## src/rtl/tx_arbiter.sv

```systemverilog
// Round-robin front end for a shared UART transmitter: accepts one byte per
// frame from NUM_REQ producers, pulses tx_en once, then holds off grants for frame + gap.
module tx_arbiter #(
  parameter int NUM_REQ      = 4,
  parameter int FRAME_CYCLES = 11,
  parameter int GAP_CYCLES   = 1,
  parameter int IDW          = $clog2(NUM_REQ)
) (
  input  logic                 clk,
  input  logic                 reset,
  input  logic [NUM_REQ-1:0]   req_valid,
  input  logic [8*NUM_REQ-1:0] req_data,
  output logic [NUM_REQ-1:0]   req_ready,
  output logic                 tx_en,
  output logic [7:0]           tx_data,
  output logic                 busy,
  output logic [IDW-1:0]       grant_id
);

  localparam logic [1:0] IDLE = 2'd0;
  localparam logic [1:0] SEND = 2'd1;
  localparam logic [1:0] GAP  = 2'd2;

  localparam int CMAX = (FRAME_CYCLES > GAP_CYCLES) ? FRAME_CYCLES : GAP_CYCLES;
  localparam int CW   = $clog2(CMAX + 1);
  localparam logic [CW-1:0] FRAME_LOAD = CW'(FRAME_CYCLES - 1);
  localparam logic [CW-1:0] GAP_LOAD   = CW'((GAP_CYCLES > 0) ? GAP_CYCLES - 1 : 0);

  logic [1:0]     state;
  logic [CW-1:0]  cnt;
  logic [IDW-1:0] ptr;
  logic [IDW-1:0] winner;
  logic [IDW-1:0] idx;
  logic           found;
  logic [7:0]     win_byte;
  logic [7:0]     byte_of [NUM_REQ];

  for (genvar g = 0; g < NUM_REQ; g++) begin : g_bytes
    assign byte_of[g] = req_data[8*g +: 8];
  end

  // Scan from the rr pointer upward with wrap; first valid requester wins.
  always_comb begin
    found    = 1'b0;
    winner   = '0;
    idx      = '0;
    win_byte = '0;
    for (int unsigned k = 0; k < NUM_REQ; k++) begin
      idx = IDW'((32'(ptr) + k) % 32'(NUM_REQ));
      if (!found && req_valid[idx]) begin
        found    = 1'b1;
        winner   = idx;
        win_byte = byte_of[idx];
      end
    end
  end

  always_comb begin
    req_ready = '0;
    if (state == IDLE && found) req_ready[winner] = 1'b1;
  end

  assign busy = (state != IDLE);

  always_ff @(posedge clk) begin
    if (reset) begin
      state    <= IDLE;
      cnt      <= '0;
      ptr      <= '0;
      tx_en    <= 1'b0;
      tx_data  <= '0;
      grant_id <= '0;
    end else begin
      tx_en <= 1'b0;
      case (state)
        IDLE: begin
          if (found) begin
            tx_data  <= win_byte;
            grant_id <= winner;
            ptr      <= (winner == IDW'(NUM_REQ - 1)) ? '0 : winner + 1'b1;
            cnt      <= FRAME_LOAD;
            tx_en    <= 1'b1;
            state    <= SEND;
          end
        end
        SEND: begin
          if (cnt == '0) begin
            if (GAP_CYCLES == 0) begin
              state <= IDLE;
            end else begin
              cnt   <= GAP_LOAD;
              state <= GAP;
            end
          end else begin
            cnt <= cnt - 1'b1;
          end
        end
        GAP: begin
          if (cnt == '0) state <= IDLE;
          else           cnt   <= cnt - 1'b1;
        end
        default: state <= IDLE;
      endcase
    end
  end

endmodule
```

## config.mk

```make
export PLATFORM = sky130hd
export DESIGN_NAME = tx_arbiter
export DESIGN_NICKNAME = d
export VERILOG_FILES = /design/src/rtl/tx_arbiter.sv
export SDC_FILE = /design/constraint.sdc
export NUM_CORES = 1
export LEC_CHECK = 0
export BUFFER_PORTS_ARGS = -buffer_cell sky130_fd_sc_hd__buf_2
export CAP_MARGIN = 20
export CORE_ASPECT_RATIO = 1.2
export CORE_MARGIN = 5
export CORE_UTILIZATION = 40
export CTS_CLUSTER_SIZE = 10
export DETAILED_ROUTE_END_ITERATION = 10
export GPL_TIMING_DRIVEN = 0
export RECOVER_POWER = 50
export SYNTH_ARGS = -nofsm -noshare
export SYNTH_HDL_FRONTEND = slang
export SYNTH_SLANG_ARGS = --single-unit
```

## constraint.sdc

```tcl
create_clock -name clk -period 2.1 [get_ports clk]
set_input_delay 0.21 -clock clk [delete_from_list [all_inputs] [get_ports clk]]
set_output_delay 0.21 -clock clk [all_outputs]
set_load 0.02 [all_outputs]
```

==> results.py, run 1 <==
metrics = {
    "yosys": {
        "avgSynthCellArea_um2": 7.57,
        "yosysSeqAreaShare_pct": 17.9,
        "synth_nets": 329,
        "synth_edf_count": 0,
        "synth.distinct_cells": 42,
        "yosys_warnings": 0,
        "synthCells": 280,
        "ys.flop_type": "dfxtp_1",
        "ys_ff_latch": 19,
        "synth_area_mm2": 0.00212,
        "async_reset_ff_share_pct": 0,
    },
    "drt": {
        "post_drt_wl_per_cell_um": 16.2,
        "routed_wl_um": 6580,
        "drc_errors": 0,
        "vias": 2273,
        "drtPass1Iterations": 4,
        "ant_nets": 0,
        "avgViaCountPerCell": 5.58,
        "drt-initial-drc-count": 122,
    },
    "final_layout": {
        "fin_util_pct": 51.7,
        "final_common_cell": "nand2_1",
        "syn_to_final_growth_pct": 27.3,
        "antenna_cells": 0,
        "fin_area_mm2": 0.00270,
        "drive_gt1_share_pct": 30.1,
        "nNetsFinal": 395,
        "layout_common_cells": "47 x nand2_1, 42 x buf_2, 30 x nor2_1, 27 x mux2i_1, 18 x dfxtp_1",
    },
    "setup_path": {
        "path_cells": "buf_8 -> mux2i_4 -> nor2_2 -> nor3_4 -> nand2_2 -> ha_1 -> and3_1 -> buf_2",
        "critPathTopFamily": "simple AND/OR/NAND/NOR gates",
        "critical_path_arrival_ns": 1.88,
        "worstPathRequired_ns": 1.89,
        "path_max_fanout": 5,
        "cp-end-kind": "output pin",
        "crit_path_start_kind": "register",
        "critPathSlowestCell": "dfxtp_4",
        "crit_path_max_incr_delay_ns": 0.37,
        "path_class": "reg -> out",
        "crit_buf_inv": 2,
    },
    "power": {
        "ir_worst_vdd_v": 0.000776,
        "powerDensity_mw_per_mm2": 1530,
        "p_leak_nw": 1.10,
    },
    "job": {
        "max_cap_violations": 0,
    },
    "clocking": {
        "cts_root_buf": "clkbuf_8",
        "postCtsHoldBufs": 0,
        "clockBufferDepth": 2,
        "cts_tree": "done",
        "clock-sinks": 19,
        "clock_latency_ns": 0.26,
        "h-tree-depth": 1,
        "cts_buffers": 3,
        "clkTransAtPathRegs_ns": 0.08,
    },
    "die": {
        "die_w_um": 76.5,
        "rows": 29,
        "die_h_um": 89.7,
        "die-area_mm2": 0.00686,
        "coreArea_mm2": 0.00523,
        "ios": 54,
        "start_util_pct": 40.6,
    },
    "placement": {
        "placed_area_mm2": 0.00246,
        "port_buffers": 52,
        "place.gp.congestion": 0.850,
        "dp_hpwl_um": 4670,
    },
    "grt": {
        "antenna_found_initial": 0,
        "grt_max_degree": 20,
        "grt.overflow.total": 0,
        "grt_usage_pct": 18.9,
        "grt_pass1_vias": 2332,
        "grt_pass1_wl_um": 11000,
    },
    "timing": {
        "rsz0062_at_grt": "true",
        "setup_violations": 0,
        "final_max_slew_viol_count": 0,
        "relSlewSlack_pct": 28.7,
        "period_minus_slack_ns": 2.09,
        "fin_crit_sh_pct": 99.5,
        "timing.final.hold_violations": 0,
        "setup_tns_ns": 0,
        "max_freq_mhz": 478,
        "worst_pin_slew_ns": 1.06,
        "finalClockSkew_ns": 0.0114,
    },
    "run_status": {
        "outcome": "finished, final reports clean",
    },
    "min_path": {
        "worstHoldPathType": "reg -> reg",
    },
}
==> through the flow <==
stage | setup WS, ns | hold WS [ns] | power [mW] | std cells
final | 0.00954 | 0.459 | 4.13 | 407
after global routing | -0.0711 | 0.495 | 4.47 | 407
after CTS | -0.00555 | 0.458 | 3.92 | 403
after detailed placement | -0.385 | 0.447 | 3.49 | 394
after global placement | -0.355 | 0.445 | 3.46 | 394
after floorplan | 0.181 | 0.484 | 2.76 | 280
==> report_power, final <==
group	internal [mW]	switching, mW	total, mW
registers	0.515	0.0996	0.615
clock network	0.135	0.132	0.268
logic	1.40	1.85	3.25
total	2.05	2.08	4.13
==> Yosys cell counts (2+ instances only) <==
master     n  area share [%]
nand2_1   48             8.5
nor2_1    31             5.5
mux2i_1   28              13
dfxtp_1   19              18
a21oi_1   18             4.3
ha_1      11             6.5
inv_1     11             1.9
o211ai_1   9             3.2
a31oi_1    8             2.4
clkbuf_1   8             1.4
mux2_2     8             4.3
nand3_1    8             1.9
o31a_1     8             3.3
a311oi_2   7             5.0
buf_4      7             2.5
nor3_1     6             1.4
o21ai_0    5             1.2
and3_1     4             1.2
buf_2      3            0.71
nor3b_1    3             1.1
a211oi_1   2            0.71
a22oi_1    2            0.71
a311oi_1   2            0.83
and3b_1    2            0.83
buf_1      2            0.35
buf_6      2             1.1
nand2b_1   2            0.59
nor4b_1    2            0.83
==> layer usage <==
layer	GRT usage, %	part of all wire, %	vias to the layer above
li1	-	-	1143
met1	23.3	42	1068
met2	33.3	52	60
met3	3.10	5.4	2
met4	5.83	0.33	0
met5	0	0	-
==> what timing repair did <==
item                                    CTS  global route
endpoints found under the hold margin     0             0
pin swaps                                 2             2
endpoints found under the setup margin    5            18
resized for setup                        17            20
cloned                                    0             0
setup buffers                             6             4
==> sequential cells by signal, indices dropped and copies added, names as in the netlist <==
name,count
cnt,4
grant_id,2
ptr,2
state,2
tx_data,8
tx_en,1
==> final timing paths <==
path,start,endpoint,slack (ns),cells past startpoint
hold reg to reg,grant_id[0],grant_id[0],0.46,2
setup reg to reg,ptr[1],tx_data[5],0.14,8
setup / recovery,ptr[1],req_ready[0],0.01,8
hold / removal,grant_id[0],grant_id[0],0.46,2
==> worst register-to-register path, stage by stage (launching register included) <==
cell and delay, ns:
dfxtp_4 0.36, buf_8 0.13, buf_4 0.15, buf_4 0.20, nor2_1 0.12, a21oi_1 0.11, o31ai_4 0.43, nand3_1 0.15
a311oi_1 0.23
==> final cells by class <==
class | instances | area [um2]
Clock buffer | 4 | 45.0
Timing Repair Buffer | 62 | 359
Sequential cell | 19 | 384
Buffer | 21 | 159
Inverter | 11 | 41.3
Tap cell | 62 | 77.6
Fill cell | 515 | 2530
Multi-Input combinational cell | 228 | 1630
==> kinds of logic (layout without fill, tap and decap cells) <==
logic type      Yosys count  count (layout)  synth area share, %
compound gates           68              68                 24.9
mux                      37              37                 18.5
flops                    19              19                 17.9
simple gates            112             112                 24.1
fa+ha+maj                11              11                 6.49
buf+inv                  33              98                 7.97
(Power assumes the default switching activity.)
==> inputs of run 2 (changes only) <==
==> constraint.sdc (replaced) <==
create_clock -name clk -period 2.3 [get_ports clk]
set_input_delay 0.23 -clock clk [delete_from_list [all_inputs] [get_ports clk]]
set_output_delay 0.23 -clock clk [all_outputs]
set_load 0.02 [all_outputs]
==> results.py, run 2 (synthesis results as in run 1) <==
metrics = {
    "drt": {
        "met1_length_um": 2700,
        "drt-initial-drc-count": 122,
        "post_drt_wl_per_cell_um": 16.0,
        "wl_met3_um": 394,
        "avgViaCountPerCell": 5.61,
        "drtPass1Iterations": 4,
        "drc_errors": 0,
        "routed_wl_um": 6370,
        "top_layer": "met4",
        "ant_nets": 0,
        "routed-wl-met2_um": 3220,
        "vias": 2240,
    },
    "clocking": {
        "cts_buffers": 3,
        "h-tree-depth": 1,
        "clkTransAtPathRegs_ns": 0.08,
        "cts_tree": "done",
        "clock-sinks": 19,
        "postCtsHoldBufs": 0,
        "clockBufferDepth": 2,
        "cts_root_buf": "clkbuf_8",
        "clock_latency_ns": 0.26,
    },
    "setup_path": {
        "worstSetupEndpoint": "req_ready[2]",
        "cp-end-kind": "output pin",
        "crit_path_start": "ptr[1]",
        "path_class": "reg -> out",
        "r2r_start": "state[0]",
        "r2r_cells": 7,
        "reg2reg_to": "tx_data[1]",
        "rrSetupSlack_ns": 0.27,
        "crit_path_start_kind": "register",
        "critical_path_arrival_ns": 1.96,
        "worstPathRequired_ns": 2.07,
        "path_max_fanout": 10,
    },
    "min_path": {
        "worstHoldPathType": "reg -> reg",
    },
    "grt": {
        "grt_pass1_wl_um": 10800,
        "grt_max_degree": 20,
        "antenna_found_initial": 0,
        "grt_pass1_vias": 2313,
        "grt.overflow.total": 0,
        "grt_usage_pct": 18.5,
    },
    "die": {
        "rows": 29,
        "start_util_pct": 40.6,
        "die_h_um": 89.7,
        "die_w_um": 76.5,
        "die-area_mm2": 0.00686,
        "coreArea_mm2": 0.00523,
        "ios": 54,
    },
    "placement": {
        "port_buffers": 52,
        "dp_hpwl_um": 4670,
        "place.gp.congestion": 0.850,
        "dp_cells": 394,
    },
    "final_layout": {
        "final_common_cell": "nand2_1",
        "nNetsFinal": 387,
        "syn_to_final_growth_pct": 19.9,
        "fillers": 526,
        "largest_reg_flops": 8,
        "drive_gt1_share_pct": 24.6,
        "final_cell_count_no_fill": 399,
        "antenna_cells": 0,
        "layout_common_cells": "48 x nand2_1, 42 x buf_2, 31 x nor2_1, 27 x mux2i_1, 19 x clkbuf_1",
        "reg_top3": "tx_data x8, cnt x4",
        "regMostFlops": "tx_data",
    },
    "timing": {
        "rsz0062_at_grt": "false",
        "relSlewSlack_pct": 24.7,
        "final_max_slew_viol_count": 0,
        "period_minus_slack_ns": 2.19,
        "timing.final.hold_violations": 0,
        "fin_crit_sh_pct": 95.1,
        "worst_pin_slew_ns": 1.12,
        "setup_violations": 0,
        "max_freq_mhz": 457,
        "finalClockSkew_ns": 0.0130,
    },
    "power": {
        "finalPower_mw": 3.48,
        "p_leak_nw": 1.03,
        "ir_worst_vdd_v": 0.000664,
        "powerDensity_mw_per_mm2": 1370,
    },
    "job": {
        "max_cap_violations": 0,
    },
    "run_status": {
        "outcome": "finished, final reports clean",
    },
}
==> run 2: power by group <==
part           internal (mW)  switching, mW  total, mW  leakage (nW)
Clock                  0.123          0.119      0.242        0.0228
Sequential             0.467         0.0884      0.555         0.158
Combinational           1.07           1.61       2.68         0.849
Total                   1.66           1.82       3.48          1.03
==> run 2: what timing repair did <==
| action | CTS | global route |
|---|---|---|
| setup buffers | 1 | 1 |
| gates resized for setup | 4 | 18 |
| pin swaps | 1 | 2 |
| endpoints found under the setup margin | 5 | 6 |
==> run 2: critical path, cell delays in order (launching register included) <==
cell and delay (ns):
dfxtp_2 0.36, buf_8 0.14, mux2i_4 0.23, nor2_1 0.07
nor3_2 0.27, nand2_2 0.11, ha_1 0.20, and3_1 0.15
buf_2 0.15
==> run 2: worst min-delay path by stage <==
stage / to / slack, ns / start / cells past startpoint
6_report: grant_id[0] / 0.46 / grant_id[0] / 2
2_1_floorplan: cnt[2] / 0.48 / cnt[2] / 2
3_3_place_gp: grant_id[0] / 0.45 / grant_id[0] / 2
4_1_cts: grant_id[0] / 0.46 / grant_id[0] / 2
5_1_grt: grant_id[0] / 0.50 / grant_id[0] / 2
3_5_place_dp: grant_id[0] / 0.45 / grant_id[0] / 2
==> run 2: metal layers <==
metal  vias to the layer above  track usage (%)
li1                       1131                -
met1                      1031             22.6
met2                        73             32.1
met3                         5             3.20
met4                         0             7.00
met5                         -                0
==> run 2: area by class of cell <==
cell class / count / area (um2) / area share (%)
repair buffers: 54 / 263 / 10.3
flip-flops and latches: 19 / 382 / 15.0
inverters: 11 / 41.3 / 1.62
well taps: 62 / 77.6 / 3.05
plain buffers: 21 / 150 / 5.91
clock buffers: 4 / 45.0 / 1.77
multi-input cells: 228 / 1580 / 62.3
==> run 2: stage by stage <==
stage / TNS (ns) / area, um2 / hold WS, ns / worst slack (ns) / utilization (%)
final: 0 / 2540 / 0.460 / 0.113 / 48.6
after global placement: -0.627 / 2460 / 0.445 / -0.175 / 47.0
after CTS: 0 / 2510 / 0.458 / 0.0139 / 48.1
after floorplan: 0 / 2120 / 0.484 / 0.361 / -
after global routing: 0 / 2540 / 0.495 / 0.00759 / 48.6
after detailed placement: -0.753 / 2460 / 0.447 / -0.205 / 47.0
